## src/rtl/limn2600_mem_arbiter.sv

```systemverilog
// Two-port SRAM arbiter for the limn2600 core: instruction fetch (port 0,
// read-only) and data (port 1, read/write) share one single-ported SRAM.
// Round-robin on ties, write protection on the data port, bounded wait on
// SRAM ready with a timeout error, all outputs registered.
module limn2600_mem_arbiter #(
  parameter int TIMEOUT = 15
) (
  input  logic        clk,
  input  logic        rst,
  input  logic        if_req,
  input  logic [31:0] if_addr,
  output logic        if_gnt,
  output logic        if_ack,
  output logic        if_err,
  output logic [31:0] if_rdata,
  input  logic        d_req,
  input  logic        d_we,
  input  logic [31:0] d_addr,
  input  logic [31:0] d_wdata,
  output logic        d_gnt,
  output logic        d_ack,
  output logic        d_err,
  output logic [31:0] d_rdata,
  output logic        mem_cs,
  output logic        mem_we,
  output logic [31:0] mem_addr,
  output logic [31:0] mem_wdata,
  input  logic [31:0] mem_rdata,
  input  logic        mem_rdy
);

  localparam logic [1:0] IDLE  = 2'd0;
  localparam logic [1:0] ISSUE = 2'd1;
  localparam logic [1:0] WAIT  = 2'd2;
  localparam logic [1:0] RESP  = 2'd3;

  // Last WAIT count value before the access is abandoned.
  localparam logic [7:0] CNT_LAST = 8'(TIMEOUT - 1);

  logic [1:0]  state;
  logic        last_gnt;   // port id of the most recent grant
  logic        port_q;     // port id of the access in flight
  logic        we_q;       // access in flight is a write
  logic        fault_q;    // access in flight was rejected by protection
  logic [7:0]  cnt;

  logic        any_req;
  logic        pick_d;
  logic        prot_fault;
  logic        resp_done;
  logic        resp_err;
  logic [31:0] resp_rdata;

  // Arbitration and protection check, evaluated against the live requests.
  always_comb begin
    any_req    = if_req | d_req;
    pick_d     = (if_req && d_req) ? ~last_gnt : d_req;
    prot_fault = pick_d && d_we &&
                 (d_addr[31:16] != 16'h0000) && (d_addr[31:16] != 16'h00F8);
  end

  // Completion decision in WAIT: protection fault, SRAM ready, or timeout.
  always_comb begin
    resp_done  = fault_q || mem_rdy || (cnt == CNT_LAST);
    resp_err   = fault_q || !mem_rdy;
    resp_rdata = (mem_rdy && !fault_q && !we_q) ? mem_rdata : 32'h0;
  end

  // Access sequencer; pulse outputs default low and are set for one cycle.
  always_ff @(posedge clk) begin
    if (!rst) begin
      state     <= IDLE;
      last_gnt  <= 1'b1;
      port_q    <= 1'b0;
      we_q      <= 1'b0;
      fault_q   <= 1'b0;
      cnt       <= 8'h0;
      if_gnt    <= 1'b0;
      if_ack    <= 1'b0;
      if_err    <= 1'b0;
      if_rdata  <= 32'h0;
      d_gnt     <= 1'b0;
      d_ack     <= 1'b0;
      d_err     <= 1'b0;
      d_rdata   <= 32'h0;
      mem_cs    <= 1'b0;
      mem_we    <= 1'b0;
      mem_addr  <= 32'h0;
      mem_wdata <= 32'h0;
    end else begin
      if_gnt   <= 1'b0;
      d_gnt    <= 1'b0;
      if_ack   <= 1'b0;
      d_ack    <= 1'b0;
      if_err   <= 1'b0;
      d_err    <= 1'b0;
      if_rdata <= 32'h0;
      d_rdata  <= 32'h0;
      mem_cs   <= 1'b0;
      mem_we   <= 1'b0;
      case (state)
        IDLE: begin
          if (any_req) begin
            port_q    <= pick_d;
            last_gnt  <= pick_d;
            we_q      <= pick_d & d_we;
            mem_addr  <= pick_d ? d_addr : if_addr;
            mem_wdata <= pick_d ? d_wdata : 32'h0;
            cnt       <= 8'h0;
            if (prot_fault) begin
              // Rejected writes spend one cycle in WAIT and finish as if
              // the memory answered instantly, so mem_cs never rises.
              fault_q <= 1'b1;
              state   <= WAIT;
            end else begin
              fault_q <= 1'b0;
              mem_cs  <= 1'b1;
              mem_we  <= pick_d & d_we;
              if_gnt  <= ~pick_d;
              d_gnt   <= pick_d;
              state   <= ISSUE;
            end
          end
        end
        ISSUE: begin
          cnt   <= 8'h0;
          state <= WAIT;
        end
        WAIT: begin
          if (resp_done) begin
            state <= RESP;
            if (port_q) begin
              d_ack   <= 1'b1;
              d_err   <= resp_err;
              d_rdata <= resp_rdata;
            end else begin
              if_ack   <= 1'b1;
              if_err   <= resp_err;
              if_rdata <= resp_rdata;
            end
          end else begin
            cnt <= cnt + 8'h1;
          end
        end
        default: begin
          state <= IDLE;
        end
      endcase
    end
  end

endmodule

```

## config.mk

```make
export PLATFORM = sky130hd
export DESIGN_NAME = limn2600_mem_arbiter
export DESIGN_NICKNAME = d
export VERILOG_FILES = /design/src/rtl/limn2600_mem_arbiter.sv
export SDC_FILE = /design/constraint.sdc
export NUM_CORES = 1
export LEC_CHECK = 0
export CAP_MARGIN = 15
export CORE_AREA = 2 2 126 128
export CTS_CLUSTER_DIAMETER = 50
export CTS_CLUSTER_SIZE = 28
export DETAILED_ROUTE_END_ITERATION = 7
export DIE_AREA = 0 0 128 130
export PLACE_DENSITY = 0.7
export SYNTH_ARGS = -nofsm -noshare
export SYNTH_HDL_FRONTEND = slang
export SYNTH_SLANG_ARGS = --single-unit
```

## constraint.sdc

```tcl
create_clock -name clk -period 2.5 [get_ports clk]
set_input_delay 0.375 -clock clk [delete_from_list [all_inputs] [get_ports clk]]
set_output_delay 0.375 -clock clk [all_outputs]
set_load 0.005 [all_outputs]
```

==> out/results.ini, run 1 <==
[run_status]
status=completed

[place]
hpwl_um=11500
io_buffer_count=269
dp_slack_ps=246
gp_congestion=0.799

[drt]
via_per_inst=4.90
via_count=4778
dr.pass1.iters=4
wl_um=15500
drc=0
dr.max_layer_used=met4
wl_per_cell_um=15.9
drt-initial-drc-count=170
met1_length_um=6090
routed-wl-met2_um=7350
dr_wl_met3_um=1710
ant_nets=0

[synth]
synth_top_cells_by_count=150 x dfxtp_1, 79 x nor2_1, 66 x and3_1
synth_nets=651
synth.area.top_cells=dfxtp_1 57%, and3_1 7.9%, mux2i_1 6.3%
ys_ff_latch=150
postSynthCellCount=512
ys.flop_type=dfxtp_1
async_flop_share_pct=0
syn_area_per_cell_um2=10.3
synth_most_common_cell=dfxtp_1
synth_edf_count=0
yosys_warnings=0
synth.top_cell.area_share_pct=57.1
yosysSeqAreaShare_pct=57.1
synth_largest_area_cell=dfxtp_1
synthDistinctLibCells=43
syn-cell-area_um2=5260

[global_route]
antenna_found_initial=0
gr-usage-all-layers_pct=19.0
grt_pass1_wl_um=24700
overflow=0
grt_pass1_vias=4900
grt_max_degree=68

[timing]
maxClockFrequency_mhz=461
fin_crit_ps=2170
setup_viol=0
fin_setup_tns_ps=0
finClkSkew_ps=8.34
slew_viol_final=0
period_share_pct=86.8
tightestPinTransition_ps=1040
layout_setup_ws_ps=331
rsz0062_at_grt=no
finalHoldViolCount=0
max-slew-margin-rel_pct=30.6

[final_layout]
layout-drive-gt1-share_pct=6.77
syn2layout_area_growth_pct=66.4
nNetsFinal=909
diodes=0

[cts]
cts_tree=done
cts_root_buffer=clkbuf_16
clk_latency_ps=410
cts_resized=0
clock_tree.buffer_depth=2
clk_pin_slew_ps=60
holdBufCountCts=0
cts.sinks=150
cts_inserted_buffers=17
cts_setup_buffers=0
htreeDepth=4

[setup_path]
worstSetupPathType=reg2reg
worstSetupEndpointType=register
timing.rr.start=state[0]
crit_start=state[0]
arrival_ps=2520
required_ps=2850
cp_max_fo=34
worstSetupStartpointType=register
reg2reg_slack_ps=330

[pwr]
clockPowerShare_pct=36.0
p_seq_share_pct=38.2
p_sw_share_pct=28.9
p_comb_share_pct=25.7
p_sw_w=0.00215
p_int_w=0.00528
p_per_area_nw_per_um2=848
leakagePower_nw=3.53
ir_drop_v=0.000612

[hold_path]
holdCritStartpoint=mem_addr[7]
hp-class=reg2reg

[floorplanning]
rows=46
die_area_um2=16600
core_area_um2=15400
start_util_pct=34.1
io_pins=270
dieWidth_um=128
die_h_um=130

[flow_run]
cap_violations=0

==> final timing paths <==
kind	cells past startpoint	to
max	6	d_rdata[24]
min	2	mem_addr[7]
max reg2reg	6	d_rdata[24]
min reg2reg	2	mem_addr[7]
==> power by group through the flow <==
stage | clock [W] | combinational [W] | sequential (W)
final | 0.00267 | 0.00191 | 0.00284
after floorplan | 0 | 0.000895 | 0.00289
after CTS | 0.00274 | 0.00193 | 0.00284
after global placement | 0 | 0.00188 | 0.00287
after detailed placement | 0 | 0.00192 | 0.00289
after global routing | 0.00285 | 0.00211 | 0.00287
==> worst max-delay path, stage by stage, from the launching register on <==
cell,delay (ps)
dfxtp_1,330
inv_1,110
ha_1,220
inv_1,170
nor2_2,150
and3_1,860
and3_1,270
==> registers in the layout, indices dropped and copies added, names as in the netlist, 2 cells and up <==
signal / flops
d_rdata: 32
if_rdata: 32
mem_addr: 32
mem_wdata: 32
cnt: 8
state: 2
==> cell usage in the layout (no fill, tap or decap), types with 7 or more instances in the layout <==
cell type,netlist,layout
a211oi_1,32,32
a22oi_1,32,32
inv_1,9,8
buf_4,2,7
clkbuf_16,0,17
nand3_1,7,7
mux2i_1,33,33
nor2_1,79,79
dfxtp_1,150,150
nand2_1,10,10
clkdlybuf4s50_1,0,269
and3_1,66,66
==> cell families after synthesis <==
logic type	count (synthesis)	share of synthesized area, %
and+or+nand+nor	181	17.6
DFF	150	57.1
AOI/OAI and AO/OA	88	12.5
buffers and inverters	49	4.28
muxes	33	6.28
xor gates and xnor gates	6	0.999
adders and majority gates	5	1.19
==> per-layer routing <==
layer  vias to the layer above  global-route usage (%)
met1                      2179                    20.5
met2                       244                    33.1
met3                        25                    8.08
met4                         0                    7.76
met5                         -                       0
li1                       2330                       -
==> area by class of cell <==
type	count	area (um^2)
Tap cell	192	240
Timing Repair Buffer	279	2810
Multi-Input combinational cell	313	2050
Clock buffer	18	429
Inverter	9	33.8
Fill cell	1331	6680
Clock inverter	14	189
Sequential cell	150	3000
==> metrics by stage <==
step	util (%)	area (um^2)	hold WS [ps]	power, W	instances
final	56.7	8750	499	0.00742	975
after global routing	56.7	8750	526	0.00783	975
after global placement	52.7	8130	488	0.00475	943
after floorplan	-	5260	433	0.00379	512
after detailed placement	52.7	8130	490	0.00481	943
after CTS	56.7	8750	499	0.00751	975
(Power assumes the default switching activity.)
==> run 2: changes to the inputs <==
--- a/config.mk
+++ b/config.mk
@@ -8,9 +8,10 @@
 export CAP_MARGIN = 15
 export CORE_AREA = 2 2 126 128
 export CTS_CLUSTER_DIAMETER = 50
-export CTS_CLUSTER_SIZE = 28
+export CTS_CLUSTER_SIZE = 24
 export DETAILED_ROUTE_END_ITERATION = 7
 export DIE_AREA = 0 0 128 130
+export MAX_ROUTING_LAYER = met4
 export PLACE_DENSITY = 0.7
 export SYNTH_ARGS = -nofsm -noshare
 export SYNTH_HDL_FRONTEND = slang
==> out/results.ini, run 2 (synthesized netlist as in run 1, its figures left out) <==
[timing]
setup_viol=0  ; unchanged
rsz0062_at_grt=no  ; unchanged
slew_viol_final=0  ; unchanged
tightestPinTransition_ps=1040  ; about the same
finClkSkew_ps=9.01  ; was 8.34 ps
fin_setup_tns_ps=0  ; unchanged
fin_crit_ps=2160  ; was 2170 ps
max-slew-margin-rel_pct=30.9  ; was 30.6%
period_share_pct=86.4  ; was 86.8%
finalHoldViolCount=0  ; unchanged
maxClockFrequency_mhz=463  ; was 461 MHz

[final_layout]
layout-drive-gt1-share_pct=6.77  ; unchanged
final_cell_mix=269 x clkdlybuf4s50_1, 150 x dfxtp_1, 79 x nor2_1  ; unchanged
final_common_cell=clkdlybuf4s50_1  ; unchanged
fillers=1331  ; unchanged
syn2layout_area_growth_pct=66.4  ; unchanged
diodes=0  ; unchanged
stdcell_count=975  ; unchanged
nNetsFinal=909  ; unchanged
stdcell_area_um2=8750  ; unchanged
post-route-util_pct=56.7  ; unchanged

[floorplanning]
rows=46  ; unchanged
start_util_pct=34.1  ; unchanged
io_pins=270  ; unchanged
die_h_um=130  ; unchanged
core_area_um2=15400  ; unchanged
dieWidth_um=128  ; unchanged
die_area_um2=16600  ; unchanged

[setup_path]
cp_max_fo=34  ; unchanged
worstSetupEndpointType=register  ; unchanged
worstSetupStartpointType=register  ; unchanged
reg2reg_slack_ps=340  ; was 330 ps
arrival_ps=2510  ; was 2520 ps
crit_path_end=d_rdata[20]  ; was d_rdata[24]
worstSetupPathType=reg2reg  ; unchanged
timing.rr.start=state[0]  ; unchanged
timing.rr.end=d_rdata[20]  ; was d_rdata[24]
required_ps=2850  ; about the same
reg2reg_depth=6  ; unchanged
crit_start=state[0]  ; unchanged

[pwr]
power.total_w=0.00743  ; was 0.00742 W
p_per_area_nw_per_um2=850  ; was 848 nW/um^2
ir_drop_v=0.000613  ; was 0.000612 V
leakagePower_nw=3.53  ; unchanged

[place]
hpwl_um=11500  ; unchanged
gp_congestion=0.810  ; was 0.799
io_buffer_count=269  ; unchanged
dp.cells=943  ; unchanged
placed_area_um2=8130  ; unchanged

[cts]
cts_tree=done  ; unchanged
clk_pin_slew_ps=60  ; about the same
holdBufCountCts=0  ; unchanged
cts_resized=0  ; unchanged
clk_latency_ps=410  ; about the same
clock_tree.buffer_depth=2  ; unchanged
htreeDepth=4  ; unchanged
cts_root_buffer=clkbuf_16  ; unchanged
cts_inserted_buffers=17  ; unchanged
cts.sinks=150  ; unchanged
cts_setup_buffers=0  ; unchanged

[drt]
wl_per_cell_um=16.0  ; was 15.9 um
dr.pass1.iters=4  ; unchanged
wl_um=15600  ; was 15500 um
via_per_inst=4.90  ; about the same
drc=0  ; unchanged
drt-initial-drc-count=188  ; was 170
ant_nets=0  ; unchanged
via_count=4774  ; was 4778

[global_route]
grt_pass1_vias=4912  ; was 4900
grt_max_degree=68  ; unchanged
overflow=0  ; unchanged
grt_pass1_wl_um=24600  ; was 24700 um
antenna_found_initial=0  ; unchanged
gr-usage-all-layers_pct=19.6  ; was 19.0%

[hold_path]
hp-class=reg2reg  ; unchanged

[flow_run]
cap_violations=0  ; unchanged

[run_status]
status=completed  ; unchanged

==> run 2: cell type report <==
cell class                 count  area, um^2  area share (%)
inverter                       9        33.8           0.386
clock buffer                  18         429            4.90
sequential                   150        3000            34.3
tap                          192         240            2.75
timing repair buffer         279        2810            32.1
clock inverter                14         189            2.16
multi-input combinational    313        2050            23.4
==> run 2: critical path: stages, from the launching register on <==
cell     delay, ps
dfxtp_1        330
inv_1          110
ha_1           220
inv_1          170
nor2_2         150
and3_1         850
and3_1         270
==> run 2: worst min path at each step <==
stage	startpoint	end	cells past startpoint
detailed placement	mem_addr[7]	mem_addr[7]	2
global placement	mem_wdata[13]	mem_wdata[13]	2
CTS	mem_addr[7]	mem_addr[7]	2
floorplan	last_gnt	last_gnt	2
global route	mem_addr[12]	mem_addr[12]	2
finish	mem_addr[7]	mem_addr[7]	2
==> run 2: stage by stage <==
| stage | worst slack, ps | hold slack (ps) |
|---|---|---|
| finish | 340 | 498 |
| global route | 69.8 | 526 |
| CTS | 315 | 499 |
| detailed placement | 246 | 490 |
| global placement | 281 | 488 |
| floorplan | 662 | 433 |
==> run 2: power by group <==
group	internal (W)	switching [W]	total [W]
combinational	0.000993	0.000923	0.00192
sequential	0.00268	0.000160	0.00284
clock	0.00160	0.00107	0.00268
total	0.00528	0.00216	0.00743
==> run 2: per-layer routing <==
metal	GRT usage (%)	up-vias	part of all wire [%]
met3	6.64	25	9.3
met2	33.1	250	48
met1	21.4	2172	41
met5	-	-	0
met4	7.76	0	2.3
li1	-	2327	-
